**config.mk**
```make
export PLATFORM = sky130hd
export DESIGN_NAME = qmf_subband_decim_axis_flat
export DESIGN_NICKNAME = d
export VERILOG_FILES = /design/src/rtl/qmf_subband_decim_axis_if.sv /design/src/rtl/qmf_subband_decim_axis.sv /design/src/flat_wrapper.sv
export SDC_FILE = /design/constraint.sdc
export NUM_CORES = 2
export LEC_CHECK = 0
export CORE_ASPECT_RATIO = 1.5
export CORE_UTILIZATION = 45
export CTS_BUF_LIST = sky130_fd_sc_hd__clkbuf_4 sky130_fd_sc_hd__clkbuf_8
export CTS_CLUSTER_SIZE = 24
export DETAILED_ROUTE_END_ITERATION = 10
export HOLD_SLACK_MARGIN = 0.02
export PLACE_DENSITY = 0.67
export SYNTH_ARGS = -nofsm -noshare
export SYNTH_HDL_FRONTEND = slang
export SYNTH_SLANG_ARGS = --single-unit
```
**constraint.sdc**
```tcl
create_clock -name clk -period 10.75 [get_ports clk]
set_clock_uncertainty 0.05 [all_clocks]
set_input_delay 3.225 -clock clk [delete_from_list [all_inputs] [get_ports clk]]
set_output_delay 3.225 -clock clk [all_outputs]
set_load 0.005 [all_outputs]
```
**src/rtl/qmf_subband_decim_axis_if.sv**
```systemverilog
// Stream and AXI4-Lite bundle for the QMF subband decimator.
// slave is the decimator's own view; master is the view of whatever drives it.
interface qmf_subband_decim_axis_if #(
    parameter int C_S_AXI_ADDR_WIDTH = 12,
    parameter int C_S_AXI_DATA_WIDTH = 32
);
    logic [31:0]                   s_axis_low_tdata;
    logic                          s_axis_low_tvalid;
    logic                          s_axis_low_tready;
    logic                          s_axis_low_tlast;
    logic [31:0]                   s_axis_high_tdata;
    logic                          s_axis_high_tvalid;
    logic                          s_axis_high_tready;
    logic                          s_axis_high_tlast;
    logic [31:0]                   m_axis_tdata;
    logic                          m_axis_tvalid;
    logic                          m_axis_tready;
    logic                          m_axis_tlast;
    logic                          m_axis_tuser;
    logic [C_S_AXI_ADDR_WIDTH-1:0] s_axi_awaddr;
    logic                          s_axi_awvalid;
    logic                          s_axi_awready;
    logic [C_S_AXI_DATA_WIDTH-1:0] s_axi_wdata;
    logic                          s_axi_wvalid;
    logic                          s_axi_wready;
    logic [1:0]                    s_axi_bresp;
    logic                          s_axi_bvalid;
    logic                          s_axi_bready;
    logic [C_S_AXI_ADDR_WIDTH-1:0] s_axi_araddr;
    logic                          s_axi_arvalid;
    logic                          s_axi_arready;
    logic [C_S_AXI_DATA_WIDTH-1:0] s_axi_rdata;
    logic [1:0]                    s_axi_rresp;
    logic                          s_axi_rvalid;
    logic                          s_axi_rready;

    modport slave (
        input  s_axis_low_tdata, s_axis_low_tvalid, s_axis_low_tlast,
        input  s_axis_high_tdata, s_axis_high_tvalid, s_axis_high_tlast,
        output s_axis_low_tready, s_axis_high_tready,
        output m_axis_tdata, m_axis_tvalid, m_axis_tlast, m_axis_tuser,
        input  m_axis_tready,
        input  s_axi_awaddr, s_axi_awvalid, s_axi_wdata, s_axi_wvalid, s_axi_bready,
        input  s_axi_araddr, s_axi_arvalid, s_axi_rready,
        output s_axi_awready, s_axi_wready, s_axi_bresp, s_axi_bvalid,
        output s_axi_arready, s_axi_rdata, s_axi_rresp, s_axi_rvalid
    );

    modport master (
        output s_axis_low_tdata, s_axis_low_tvalid, s_axis_low_tlast,
        output s_axis_high_tdata, s_axis_high_tvalid, s_axis_high_tlast,
        input  s_axis_low_tready, s_axis_high_tready,
        input  m_axis_tdata, m_axis_tvalid, m_axis_tlast, m_axis_tuser,
        output m_axis_tready,
        output s_axi_awaddr, s_axi_awvalid, s_axi_wdata, s_axi_wvalid, s_axi_bready,
        output s_axi_araddr, s_axi_arvalid, s_axi_rready,
        input  s_axi_awready, s_axi_wready, s_axi_bresp, s_axi_bvalid,
        input  s_axi_arready, s_axi_rdata, s_axi_rresp, s_axi_rvalid
    );
endinterface

```
**src/rtl/qmf_subband_decim_axis.sv**
```systemverilog
// 2:1 decimator for a low/high QMF stereo subband pair: keeps every other pair,
// applies a Q1.15 gain per band and emits each kept pair as a low beat then a high beat.
module qmf_subband_decim_axis #(
    parameter int C_S_AXI_ADDR_WIDTH = 12,
    parameter int C_S_AXI_DATA_WIDTH = 32
) (
    input  logic                    clk,
    input  logic                    rstn,
    qmf_subband_decim_axis_if.slave bus
);
    typedef logic [C_S_AXI_ADDR_WIDTH-1:0] addr_t;
    localparam addr_t ADDR_CTRL      = addr_t'(32'h00);
    localparam addr_t ADDR_GAIN_LOW  = addr_t'(32'h04);
    localparam addr_t ADDR_GAIN_HIGH = addr_t'(32'h08);
    localparam addr_t ADDR_FRAME_CNT = addr_t'(32'h0C);
    localparam addr_t ADDR_STATUS    = addr_t'(32'h10);

    typedef enum logic [1:0] {ST_EMPTY = 2'd0, ST_LOW = 2'd1, ST_HIGH = 2'd2} state_t;

    function automatic logic [15:0] scale_sat(input logic [15:0] x, input logic [15:0] g);
        logic signed [31:0] prod;
        logic signed [31:0] shr;
        prod = $signed(x) * $signed(g);
        shr  = prod >>> 15;
        if (shr > 32'sd32767)       return 16'h7FFF;
        else if (shr < -32'sd32768) return 16'h8000;
        else                        return shr[15:0];
    endfunction

    function automatic logic [31:0] scale_pair(input logic [31:0] d, input logic [15:0] g);
        return {scale_sat(d[31:16], g), scale_sat(d[15:0], g)};
    endfunction

    state_t      state_r;
    logic        en_r, phase_sel_r, phase_r, pair_last_r, pending_last_r, mismatch_r;
    logic [15:0] gain_low_r, gain_high_r;
    logic [31:0] frame_cnt_r, high_pair_r, m_tdata_r;
    logic        m_tvalid_r, m_tuser_r, m_tlast_r;
    logic        awready_r, wready_r, bvalid_r, arready_r, rvalid_r;
    logic [C_S_AXI_DATA_WIDTH-1:0] rdata_r, rdata_s;
    logic        join_ready_s, fire_s, keep_s, drop_last_s, load_s;
    logic        wr_en_s, rd_en_s, frame_clr_s, status_clr_s, unused_s;
    logic [31:0] low_scaled_s, high_scaled_s;

    assign fire_s        = bus.s_axis_low_tvalid && bus.s_axis_high_tvalid && join_ready_s;
    assign keep_s        = fire_s && en_r && (phase_r == phase_sel_r);
    assign drop_last_s   = fire_s && en_r && (phase_r != phase_sel_r) && bus.s_axis_low_tlast;
    assign load_s        = keep_s && ((state_r == ST_EMPTY) || ((state_r == ST_HIGH) && bus.m_axis_tready));
    assign low_scaled_s  = scale_pair(bus.s_axis_low_tdata, gain_low_r);
    assign high_scaled_s = scale_pair(bus.s_axis_high_tdata, gain_high_r);

    // Input join: a drop-phase pair may slip in while the low beat is still waiting.
    always_comb begin
        join_ready_s = 1'b0;
        case (state_r)
            ST_EMPTY: join_ready_s = 1'b1;
            ST_LOW:   join_ready_s = en_r && (phase_r != phase_sel_r);
            ST_HIGH:  join_ready_s = en_r && bus.m_axis_tready;
            default:  join_ready_s = 1'b0;
        endcase
    end

    // Output sequencer: registered low/high beats plus frame-boundary bookkeeping.
    always_ff @(posedge clk) begin
        if (!rstn) begin
            state_r        <= ST_EMPTY;
            m_tvalid_r     <= 1'b0;
            m_tuser_r      <= 1'b0;
            m_tlast_r      <= 1'b0;
            m_tdata_r      <= 32'h0;
            high_pair_r    <= 32'h0;
            pair_last_r    <= 1'b0;
            pending_last_r <= 1'b0;
            phase_r        <= 1'b0;
        end else begin
            if (!en_r)       phase_r <= 1'b0;
            else if (fire_s) phase_r <= bus.s_axis_low_tlast ? 1'b0 : ~phase_r;
            if (load_s) begin
                state_r        <= ST_LOW;
                m_tvalid_r     <= 1'b1;
                m_tuser_r      <= 1'b0;
                m_tlast_r      <= 1'b0;
                m_tdata_r      <= low_scaled_s;
                high_pair_r    <= high_scaled_s;
                pair_last_r    <= bus.s_axis_low_tlast | pending_last_r;
                pending_last_r <= 1'b0;
            end else begin
                case (state_r)
                    ST_EMPTY: if (drop_last_s) pending_last_r <= 1'b1;
                    ST_LOW: begin
                        if (drop_last_s) pair_last_r <= 1'b1;
                        if (bus.m_axis_tready) begin
                            state_r   <= ST_HIGH;
                            m_tuser_r <= 1'b1;
                            m_tdata_r <= high_pair_r;
                            m_tlast_r <= pair_last_r | drop_last_s;
                        end
                    end
                    ST_HIGH: if (bus.m_axis_tready) begin
                        // the high beat leaves this cycle, so a dropped tlast belongs to the next pair
                        state_r    <= ST_EMPTY;
                        m_tvalid_r <= 1'b0;
                        m_tuser_r  <= 1'b0;
                        m_tlast_r  <= 1'b0;
                        if (drop_last_s) pending_last_r <= 1'b1;
                    end
                    default: begin
                        state_r    <= ST_EMPTY;
                        m_tvalid_r <= 1'b0;
                        m_tuser_r  <= 1'b0;
                        m_tlast_r  <= 1'b0;
                    end
                endcase
            end
        end
    end

    assign wr_en_s      = awready_r && bus.s_axi_awvalid && bus.s_axi_wvalid;
    assign rd_en_s      = arready_r && bus.s_axi_arvalid;
    assign frame_clr_s  = wr_en_s && (bus.s_axi_awaddr == ADDR_FRAME_CNT);
    assign status_clr_s = wr_en_s && (bus.s_axi_awaddr == ADDR_STATUS) && bus.s_axi_wdata[0];
    assign unused_s     = &{1'b0, bus.s_axi_wdata};

    // Register read mux; unmapped addresses read as zero.
    always_comb begin
        rdata_s = {C_S_AXI_DATA_WIDTH{1'b0}};
        case (bus.s_axi_araddr)
            ADDR_CTRL:      rdata_s = C_S_AXI_DATA_WIDTH'({30'h0, phase_sel_r, en_r});
            ADDR_GAIN_LOW:  rdata_s = C_S_AXI_DATA_WIDTH'({16'h0, gain_low_r});
            ADDR_GAIN_HIGH: rdata_s = C_S_AXI_DATA_WIDTH'({16'h0, gain_high_r});
            ADDR_FRAME_CNT: rdata_s = C_S_AXI_DATA_WIDTH'(frame_cnt_r);
            ADDR_STATUS:    rdata_s = C_S_AXI_DATA_WIDTH'({31'h0, mismatch_r});
            default:        rdata_s = {C_S_AXI_DATA_WIDTH{1'b0}};
        endcase
    end

    // AXI4-Lite handshakes and the control/status register bank.
    always_ff @(posedge clk) begin
        if (!rstn) begin
            awready_r   <= 1'b0;
            wready_r    <= 1'b0;
            bvalid_r    <= 1'b0;
            arready_r   <= 1'b0;
            rvalid_r    <= 1'b0;
            rdata_r     <= {C_S_AXI_DATA_WIDTH{1'b0}};
            en_r        <= 1'b0;
            phase_sel_r <= 1'b0;
            gain_low_r  <= 16'h7FFF;
            gain_high_r <= 16'h7FFF;
            frame_cnt_r <= 32'h0;
            mismatch_r  <= 1'b0;
        end else begin
            awready_r <= bus.s_axi_awvalid && bus.s_axi_wvalid && !awready_r && !bvalid_r;
            wready_r  <= bus.s_axi_awvalid && bus.s_axi_wvalid && !awready_r && !bvalid_r;
            if (wr_en_s)                bvalid_r <= 1'b1;
            else if (bus.s_axi_bready)  bvalid_r <= 1'b0;
            arready_r <= bus.s_axi_arvalid && !arready_r && !rvalid_r;
            if (rd_en_s) begin
                rvalid_r <= 1'b1;
                rdata_r  <= rdata_s;
            end else if (bus.s_axi_rready) begin
                rvalid_r <= 1'b0;
            end
            if (wr_en_s) begin
                case (bus.s_axi_awaddr)
                    ADDR_CTRL: begin
                        en_r        <= bus.s_axi_wdata[0];
                        phase_sel_r <= bus.s_axi_wdata[1];
                    end
                    ADDR_GAIN_LOW:  gain_low_r  <= bus.s_axi_wdata[15:0];
                    ADDR_GAIN_HIGH: gain_high_r <= bus.s_axi_wdata[15:0];
                    default: ;
                endcase
            end
            if (frame_clr_s)
                frame_cnt_r <= 32'h0;
            else if (m_tvalid_r && bus.m_axis_tready && m_tlast_r)
                frame_cnt_r <= frame_cnt_r + 32'h1;
            if (fire_s && (bus.s_axis_low_tlast != bus.s_axis_high_tlast))
                mismatch_r <= 1'b1;
            else if (status_clr_s)
                mismatch_r <= 1'b0;
        end
    end

    assign bus.s_axis_low_tready  = join_ready_s;
    assign bus.s_axis_high_tready = join_ready_s;
    assign bus.m_axis_tdata       = m_tdata_r;
    assign bus.m_axis_tvalid      = m_tvalid_r;
    assign bus.m_axis_tuser       = m_tuser_r;
    assign bus.m_axis_tlast       = m_tlast_r;
    assign bus.s_axi_awready      = awready_r;
    assign bus.s_axi_wready       = wready_r;
    assign bus.s_axi_bvalid       = bvalid_r;
    assign bus.s_axi_bresp        = 2'b00;
    assign bus.s_axi_arready      = arready_r;
    assign bus.s_axi_rvalid       = rvalid_r;
    assign bus.s_axi_rdata        = rdata_r;
    assign bus.s_axi_rresp        = 2'b00;
endmodule

```
**src/flat_wrapper.sv**
```systemverilog
// flat-port wrapper written by rule: the top's interface ports become plain ports
module qmf_subband_decim_axis_flat 
#(
    parameter int C_S_AXI_ADDR_WIDTH = 12,
    parameter int C_S_AXI_DATA_WIDTH = 32
)
  (clk, rstn, bus_s_axis_low_tdata, bus_s_axis_low_tvalid, bus_s_axis_low_tlast, bus_s_axis_high_tdata, bus_s_axis_high_tvalid, bus_s_axis_high_tlast, bus_s_axis_low_tready, bus_s_axis_high_tready, bus_m_axis_tdata, bus_m_axis_tvalid, bus_m_axis_tlast, bus_m_axis_tuser, bus_m_axis_tready, bus_s_axi_awaddr, bus_s_axi_awvalid, bus_s_axi_wdata, bus_s_axi_wvalid, bus_s_axi_bready, bus_s_axi_araddr, bus_s_axi_arvalid, bus_s_axi_rready, bus_s_axi_awready, bus_s_axi_wready, bus_s_axi_bresp, bus_s_axi_bvalid, bus_s_axi_arready, bus_s_axi_rdata, bus_s_axi_rresp, bus_s_axi_rvalid);
  qmf_subband_decim_axis_if #(.C_S_AXI_ADDR_WIDTH(C_S_AXI_ADDR_WIDTH), .C_S_AXI_DATA_WIDTH(C_S_AXI_DATA_WIDTH)) bus_i ();
  input  logic clk;
  input  logic rstn;
  input wire logic [$bits(bus_i.s_axis_low_tdata)-1:0] bus_s_axis_low_tdata;
  input wire logic [$bits(bus_i.s_axis_low_tvalid)-1:0] bus_s_axis_low_tvalid;
  input wire logic [$bits(bus_i.s_axis_low_tlast)-1:0] bus_s_axis_low_tlast;
  input wire logic [$bits(bus_i.s_axis_high_tdata)-1:0] bus_s_axis_high_tdata;
  input wire logic [$bits(bus_i.s_axis_high_tvalid)-1:0] bus_s_axis_high_tvalid;
  input wire logic [$bits(bus_i.s_axis_high_tlast)-1:0] bus_s_axis_high_tlast;
  output wire logic [$bits(bus_i.s_axis_low_tready)-1:0] bus_s_axis_low_tready;
  output wire logic [$bits(bus_i.s_axis_high_tready)-1:0] bus_s_axis_high_tready;
  output wire logic [$bits(bus_i.m_axis_tdata)-1:0] bus_m_axis_tdata;
  output wire logic [$bits(bus_i.m_axis_tvalid)-1:0] bus_m_axis_tvalid;
  output wire logic [$bits(bus_i.m_axis_tlast)-1:0] bus_m_axis_tlast;
  output wire logic [$bits(bus_i.m_axis_tuser)-1:0] bus_m_axis_tuser;
  input wire logic [$bits(bus_i.m_axis_tready)-1:0] bus_m_axis_tready;
  input wire logic [$bits(bus_i.s_axi_awaddr)-1:0] bus_s_axi_awaddr;
  input wire logic [$bits(bus_i.s_axi_awvalid)-1:0] bus_s_axi_awvalid;
  input wire logic [$bits(bus_i.s_axi_wdata)-1:0] bus_s_axi_wdata;
  input wire logic [$bits(bus_i.s_axi_wvalid)-1:0] bus_s_axi_wvalid;
  input wire logic [$bits(bus_i.s_axi_bready)-1:0] bus_s_axi_bready;
  input wire logic [$bits(bus_i.s_axi_araddr)-1:0] bus_s_axi_araddr;
  input wire logic [$bits(bus_i.s_axi_arvalid)-1:0] bus_s_axi_arvalid;
  input wire logic [$bits(bus_i.s_axi_rready)-1:0] bus_s_axi_rready;
  output wire logic [$bits(bus_i.s_axi_awready)-1:0] bus_s_axi_awready;
  output wire logic [$bits(bus_i.s_axi_wready)-1:0] bus_s_axi_wready;
  output wire logic [$bits(bus_i.s_axi_bresp)-1:0] bus_s_axi_bresp;
  output wire logic [$bits(bus_i.s_axi_bvalid)-1:0] bus_s_axi_bvalid;
  output wire logic [$bits(bus_i.s_axi_arready)-1:0] bus_s_axi_arready;
  output wire logic [$bits(bus_i.s_axi_rdata)-1:0] bus_s_axi_rdata;
  output wire logic [$bits(bus_i.s_axi_rresp)-1:0] bus_s_axi_rresp;
  output wire logic [$bits(bus_i.s_axi_rvalid)-1:0] bus_s_axi_rvalid;
  assign bus_i.s_axis_low_tdata = bus_s_axis_low_tdata;
  assign bus_i.s_axis_low_tvalid = bus_s_axis_low_tvalid;
  assign bus_i.s_axis_low_tlast = bus_s_axis_low_tlast;
  assign bus_i.s_axis_high_tdata = bus_s_axis_high_tdata;
  assign bus_i.s_axis_high_tvalid = bus_s_axis_high_tvalid;
  assign bus_i.s_axis_high_tlast = bus_s_axis_high_tlast;
  assign bus_s_axis_low_tready = bus_i.s_axis_low_tready;
  assign bus_s_axis_high_tready = bus_i.s_axis_high_tready;
  assign bus_m_axis_tdata = bus_i.m_axis_tdata;
  assign bus_m_axis_tvalid = bus_i.m_axis_tvalid;
  assign bus_m_axis_tlast = bus_i.m_axis_tlast;
  assign bus_m_axis_tuser = bus_i.m_axis_tuser;
  assign bus_i.m_axis_tready = bus_m_axis_tready;
  assign bus_i.s_axi_awaddr = bus_s_axi_awaddr;
  assign bus_i.s_axi_awvalid = bus_s_axi_awvalid;
  assign bus_i.s_axi_wdata = bus_s_axi_wdata;
  assign bus_i.s_axi_wvalid = bus_s_axi_wvalid;
  assign bus_i.s_axi_bready = bus_s_axi_bready;
  assign bus_i.s_axi_araddr = bus_s_axi_araddr;
  assign bus_i.s_axi_arvalid = bus_s_axi_arvalid;
  assign bus_i.s_axi_rready = bus_s_axi_rready;
  assign bus_s_axi_awready = bus_i.s_axi_awready;
  assign bus_s_axi_wready = bus_i.s_axi_wready;
  assign bus_s_axi_bresp = bus_i.s_axi_bresp;
  assign bus_s_axi_bvalid = bus_i.s_axi_bvalid;
  assign bus_s_axi_arready = bus_i.s_axi_arready;
  assign bus_s_axi_rdata = bus_i.s_axi_rdata;
  assign bus_s_axi_rresp = bus_i.s_axi_rresp;
  assign bus_s_axi_rvalid = bus_i.s_axi_rvalid;
  qmf_subband_decim_axis #(.C_S_AXI_ADDR_WIDTH(C_S_AXI_ADDR_WIDTH), .C_S_AXI_DATA_WIDTH(C_S_AXI_DATA_WIDTH)) u_core (.clk(clk), .rstn(rstn), .bus(bus_i));
endmodule
```
# ---- After elaboration in Yosys (flattened, before gate mapping)
# Cells that the tools add are included.
# W data, S select, Z words.
dict set report classes {
  n_addsub 1
  n_mul 4
  n_lt_le_gt_ge 8
  n_eq_ne 19
  mux 37
  n_bitwise 5
  n_reduce_logical 52
}
# operator count
set op_table {}
lappend op_table {{$pmux W32 S5} 1}
lappend op_table {{$mul A16 B16 Y32} 4}
lappend op_table {{$mux W16} 8}
lappend op_table {{$mux W32} 3}
lappend op_table {{$gt A17 B16 Y1 const B} 4}
lappend op_table {{$lt A17 B16 Y1 const B} 4}
lappend op_table {{$eq A12 B4 Y1 const B} 4}
lappend op_table {{$add A32 B1 Y32 const B} 1}
lappend op_table {{$eq A12 B3 Y1 const B} 2}
lappend op_table {{$eq A12 B5 Y1 const B} 2}
lappend op_table {{$logic_and A1 B1 Y1} 24}
lappend op_table {{$logic_not A12 Y1} 2}
lappend op_table {{$mux W1} 17}
lappend op_table {{$reduce_and A2 Y1} 8}
lappend op_table {{$reduce_bool A2 Y1} 7}
lappend op_table {{$pmux W1 S3} 3}
lappend op_table {{$ne A3 B2 Y1 const B} 2}
lappend op_table {{$pmux W2 S3} 1}
lappend op_table {{$reduce_and A3 Y1} 2}
lappend op_table {{$reduce_or A2 Y1} 3}
lappend op_table {{$logic_not A1 Y1} 4}
lappend op_table {{$mux W2} 2}
lappend op_table {{$ne A2 B1 Y1 const B} 2}
lappend op_table {{$ne A2 B2 Y1 const B} 2}
lappend op_table {{other kinds (9)} 14}
dict set report totals {
  reg_bits 175
  input_bits 132
  out_inout_bits 78
  word_cells 147
}

# ---- Depth between registers and ports, before layout
dict set report logic_depth {
  ltp_word 10
  mapped_depth 26
  mapped_depth_nobuf 24
}

# ---- Least setup slack after synthesis
# No wires, ideal clock.
dict set report synth_path {
  kind {in2reg}
  startpoint {input port bus_s_axis_high_tdata[15]}
  endpoint {register u_core.high_pair_r[10]}
  setup_time_ps 115
  arrival_time_ps 9336
  required_ps 10585
  path_slack_ps 1249
  path_stages 21
  n_path_buf 1
  path_cell_list {clkbuf_1 > nand2_1 > inv_1 > fa_1 > fa_1 > fa_1 > fa_1 > fa_1 > inv_1 > fa_1 > inv_1 > ha_1 > a21oi_1 > o21a_1 > o211ai_1 > a221o_1 > a31o_2 > a21o_1 > xor2_2 > maj3_1 > o21ba_2}
}
dict set report synth_between {
  elab_chain_cells 4
  elab_cells_between_ends 5
  classes_between {1 x mul; 2 x order compare; 2 x mux}
}
# element line
set synth_lines {}
lappend synth_lines {{from (decl)} flat_wrapper.sv:14} ;# input wire logic [$bits(bus_i.s_axis_high_tdata)-1:0] bus_s_axis_high_tdata;
lappend synth_lines {{$mul A16 B16 Y32 (*)} qmf_subband_decim_axis.sv:23} ;# prod = $signed(x) * $signed(g);
lappend synth_lines {{$lt A17 B16 Y1} qmf_subband_decim_axis.sv:26} ;# else if (shr < -32'sd32768) return 16'h8000;
lappend synth_lines {{$mux W16} qmf_subband_decim_axis.sv:26}
lappend synth_lines {{$mux W16 (*)} qmf_subband_decim_axis.sv:25} ;# if (shr > 32'sd32767) return 16'h7FFF;
lappend synth_lines {{to (signal assigned)} qmf_subband_decim_axis.sv:84} ;# high_pair_r <= high_scaled_s;
lappend synth_lines {{to (decl)} qmf_subband_decim_axis.sv:37} ;# logic [31:0] frame_cnt_r, high_pair_r, m_tdata_r;
# Every way passes the cells marked *; elsewhere a longest branch is shown, timed or not.
# A chain may end at the register's enable or synchronous reset.

# ---- Worst setup path in the final report
dict set report layout_path {
  startpoint {input port bus_s_axis_low_tdata[5]}
  endpoint {register u_core.m_tdata_r[14], in the netlist u_core.bus.m_axis_tdata[14]}
}
dict set report layout_between {
  elab_chain_cells 5
  elab_cells_between_ends 6
  classes_between {1 x mul; 2 x order compare; 3 x mux}
}
# element line
set layout_lines {}
lappend layout_lines {{from (decl)} flat_wrapper.sv:11} ;# input wire logic [$bits(bus_i.s_axis_low_tdata)-1:0] bus_s_axis_low_tdata;
lappend layout_lines {{$mul A16 B16 Y32 (*)} qmf_subband_decim_axis.sv:23}
lappend layout_lines {{$lt A17 B16 Y1} qmf_subband_decim_axis.sv:26}
lappend layout_lines {{$mux W16} qmf_subband_decim_axis.sv:26}
lappend layout_lines {{$mux W16 (*)} qmf_subband_decim_axis.sv:25}
lappend layout_lines {{$mux W32 (*)} qmf_subband_decim_axis.sv:78} ;# if (load_s) begin
lappend layout_lines {{to (signal assigned)} qmf_subband_decim_axis.sv:83} ;# m_tdata_r <= low_scaled_s;
lappend layout_lines {{to (signal assigned)} qmf_subband_decim_axis.sv:95} ;# m_tdata_r <= high_pair_r;
lappend layout_lines {{to (decl)} qmf_subband_decim_axis.sv:37}
# Marks and branches as above.

==> results.yml <==
run_status:
  status: "complete, no violations"
detailed_routing:
  wire_per_inst_um: 18.7
  via_per_inst: 5.27
  dr_wl_met2_um: 63600
  drt_iter0_markers: 1872
  drt-pass1-iter-count: 6
  met3_length_um: 6610
  drt-total-wl_um: 120000
  remaining_drc_errors: 0
  postRouteAntennaNets: 0
  maxUsedRoutingLayer: "met5"
  wl_met1_um: 44500
  via_count: 33800
clocking:
  numCtsBuffers: 17
  clk_pin_slew_ns: 0.12
  clock_tree.buffer_depth: 2
  post-cts-setup-buffer-count: 0
  htreeDepth: 4
  cts_sinks: 174
  cts_tree: "done"
  clock_latency_ns: 0.58
  cts_root_buffer: "clkbuf_8"
  postCtsHoldBufs: 0
  post_cts_resized: 0
layout:
  drive_gt1_share_pct: 4.31
  register_area_sq_um: 3490
  nets: 6609
  final_cell_mix: "inv_1, fa_1, nand2_1, and2_1, ha_1"
  final_common_cell: "inv_1"
  multi_input_area_sq_um: 36800
  area_growth_pct: 8.77
  nFillCells: 9463
die:
  initial_core_util_pct: 45.5
  coreArea_sq_um: 100000
  dieArea_sq_um: 103000
  rows: 142
  die_h_um: 392
  io_pins: 210
  die_w_um: 262
global_routing:
  grt.overflow.total: 0
  grt_pass1_wl_um: 195000
  antenna_found_initial: 9
  grt_pass1_vias: 37100
  track_usage_pct: 24.7
  grt_max_degree: 74
yosys:
  syn_inst: 5009
  yosysSeqAreaShare_pct: 7.65
  synth_cell_types: 83
  ys_seq_elements: 174
  synth_edf_count: 0
  synthesis.area_sq_um: 45500
  async_reset_ff_share_pct: 0
  synthFlopType: "dfxtp_1"
  postSynthAreaPerCell_sq_um: 9.09
  yosysWarnings: 0
timing:
  setup_tns_ns: 0
  fin_crit_sh_pct: 92.8
  max_slew.worst_pin.slew_ns: 1.16
  max-slew-margin-rel_pct: 22.1
  maxSlewViolCount: 0
  max_freq_mhz: 100
  rsz0062_at_grt: "no"
  period_needed_ns: 9.98
  hold_viol_final: 0
  setup_viol: 0
setup_path:
  crit_start: "bus_s_axis_low_tdata[5]"
  r2r_setup_slack_ns: 2.88
  critPathRequiredTime_ns: 11.16
  path_class: "input port to flop"
  path_buf_inv: 6
  r2r_start: "u_core.gain_low_r[7]"
  crit_slowest_cell: "clkdlybuf4s50_1"
  arrival_ns: 10.39
  r2r-end: "u_core.bus.m_axis_tdata[14]"
  critPathLaunchType: "input port"
  critPathMaxFanout: 11
  path_common_cell: "fa_1"
  path_cells: "clkdlybuf4s50_1 > and2_1 > fa_1 > inv_1 > fa_1 > inv_1 > fa_1 > fa_1 > fa_1 > inv_1 > fa_1 > inv_1 > ha_1 > a21o_1 > a21o_1 > a211o_1 > nor2_1 > a211oi_2 > o211ai_2 > a21oi_1 > o21ai_1 > o41ai_1 > buf_4 > a221oi_1"
  max_stage_delay_ns: 0.74
  critical_path.top_delay_family: "adder cells"
  worst_setup_path_end_kind: "flop"
  rr_worst_depth: 25
place:
  dpl.hpwl_um: 97200
  portBuffers: 189
  gp_congestion: 0.872
worst_hold_path:
  min_from: "u_core.bus.s_axi_rvalid"
  worstHoldEndpoint: "u_core.bus.s_axi_arready"
  hold_path_class: "flop to flop"
  whs_path_depth: 1
job:
  max_cap_viol_count: 0
==> layout make-up <==
cell class              instances  share of cell area [%]
multi-input cells            3460                    74.3
inverters                    1146                    8.69
flip-flops and latches        174                    7.05
repair buffers                313                    5.74
well taps                    1296                    3.27
clock buffers                  17                   0.472
clock inverters                15                   0.412
diodes                          5                  0.0253
==> state kept, by name (all words and copies together), names as in the netlist, 16 cells and up <==
signal and flops:
u_core.bus.s_axi_rdata 32, u_core.frame_cnt_r 32, u_core.gain_high_r 16, u_core.gain_low_r 16, u_core.high_pair_r 32, u_core.bus.m_axis_tdata 32
==> worst max path at each step <==
stage / endpoint / depth (start not counted)
final: u_core.bus.m_axis_tdata[14] / 24
after floorplan: u_core.high_pair_r[10] / 21
after global placement: u_core.bus.m_axis_tdata[14] / 24
after CTS: u_core.bus.m_axis_tdata[14] / 24
after detailed placement: u_core.bus.m_axis_tdata[14] / 24
after global routing: u_core.high_pair_r[1] / 22
==> logic make-up after synthesis <==
logic type	count (synthesis)	synth area share [%]
xor gates and xnor gates	133	2.59
DFF	174	7.65
and+or+nand+nor	1510	16.2
AOI/OAI and AO/OA	397	6.13
muxes	48	1.15
buffers and inverters	1378	11.5
other	1	0.00823
adders and majority gates	1368	54.8
==> synth_stat cells, drive strengths merged (43+ instances only) <==
master | number | share of area [%]
inv | 1145 | 9.4
fa | 1044 | 46
nand2 | 632 | 5.2
and2 | 488 | 6.7
ha | 321 | 8.8
clkbuf | 206 | 1.7
dfxtp | 174 | 7.6
nor2 | 173 | 1.4
a21oi | 114 | 1.3
xnor2 | 86 | 1.7
nand3 | 74 | 0.81
o21ai | 68 | 0.76
xor2 | 47 | 0.94
a21o | 43 | 0.71
==> worst reg2reg max path: cells and delay by family, from the launching register on <==
kind | cells | cell delay [ns]
adder cells (fa/ha/maj) | 7 | 3.33
AO/OA/AOI/OAI | 9 | 2.09
buffers and inverters | 7 | 0.91
flip-flops | 1 | 1.03
AND/OR/NAND/NOR | 2 | 0.38
==> stage by stage <==
step	setup slack (ns)	utilization, %	area, sq um	instances	hold WS, ns
final	0.772	49.5	49500	6426	0.410
after global routing	0.336	49.5	49500	6424	0.427
after CTS	0.821	49.5	49500	6421	0.414
after detailed placement	0.228	49.1	49100	6389	0.394
after global placement	0.272	49.1	49100	6389	0.385
after floorplan	1.25	-	45600	5012	0.388
==> per-layer routing <==
| metal | track usage [%] | vias up |
|---|---|---|
| met5 | 0 | - |
| met4 | 11.1 | 10 |
| met3 | 3.05 | 276 |
| met2 | 44.8 | 983 |
| met1 | 28.7 | 17400 |
| li1 | - | 15100 |
Power is not shown: default switching activity piles up to over one toggle a cycle in this logic, so the estimate is an artifact.
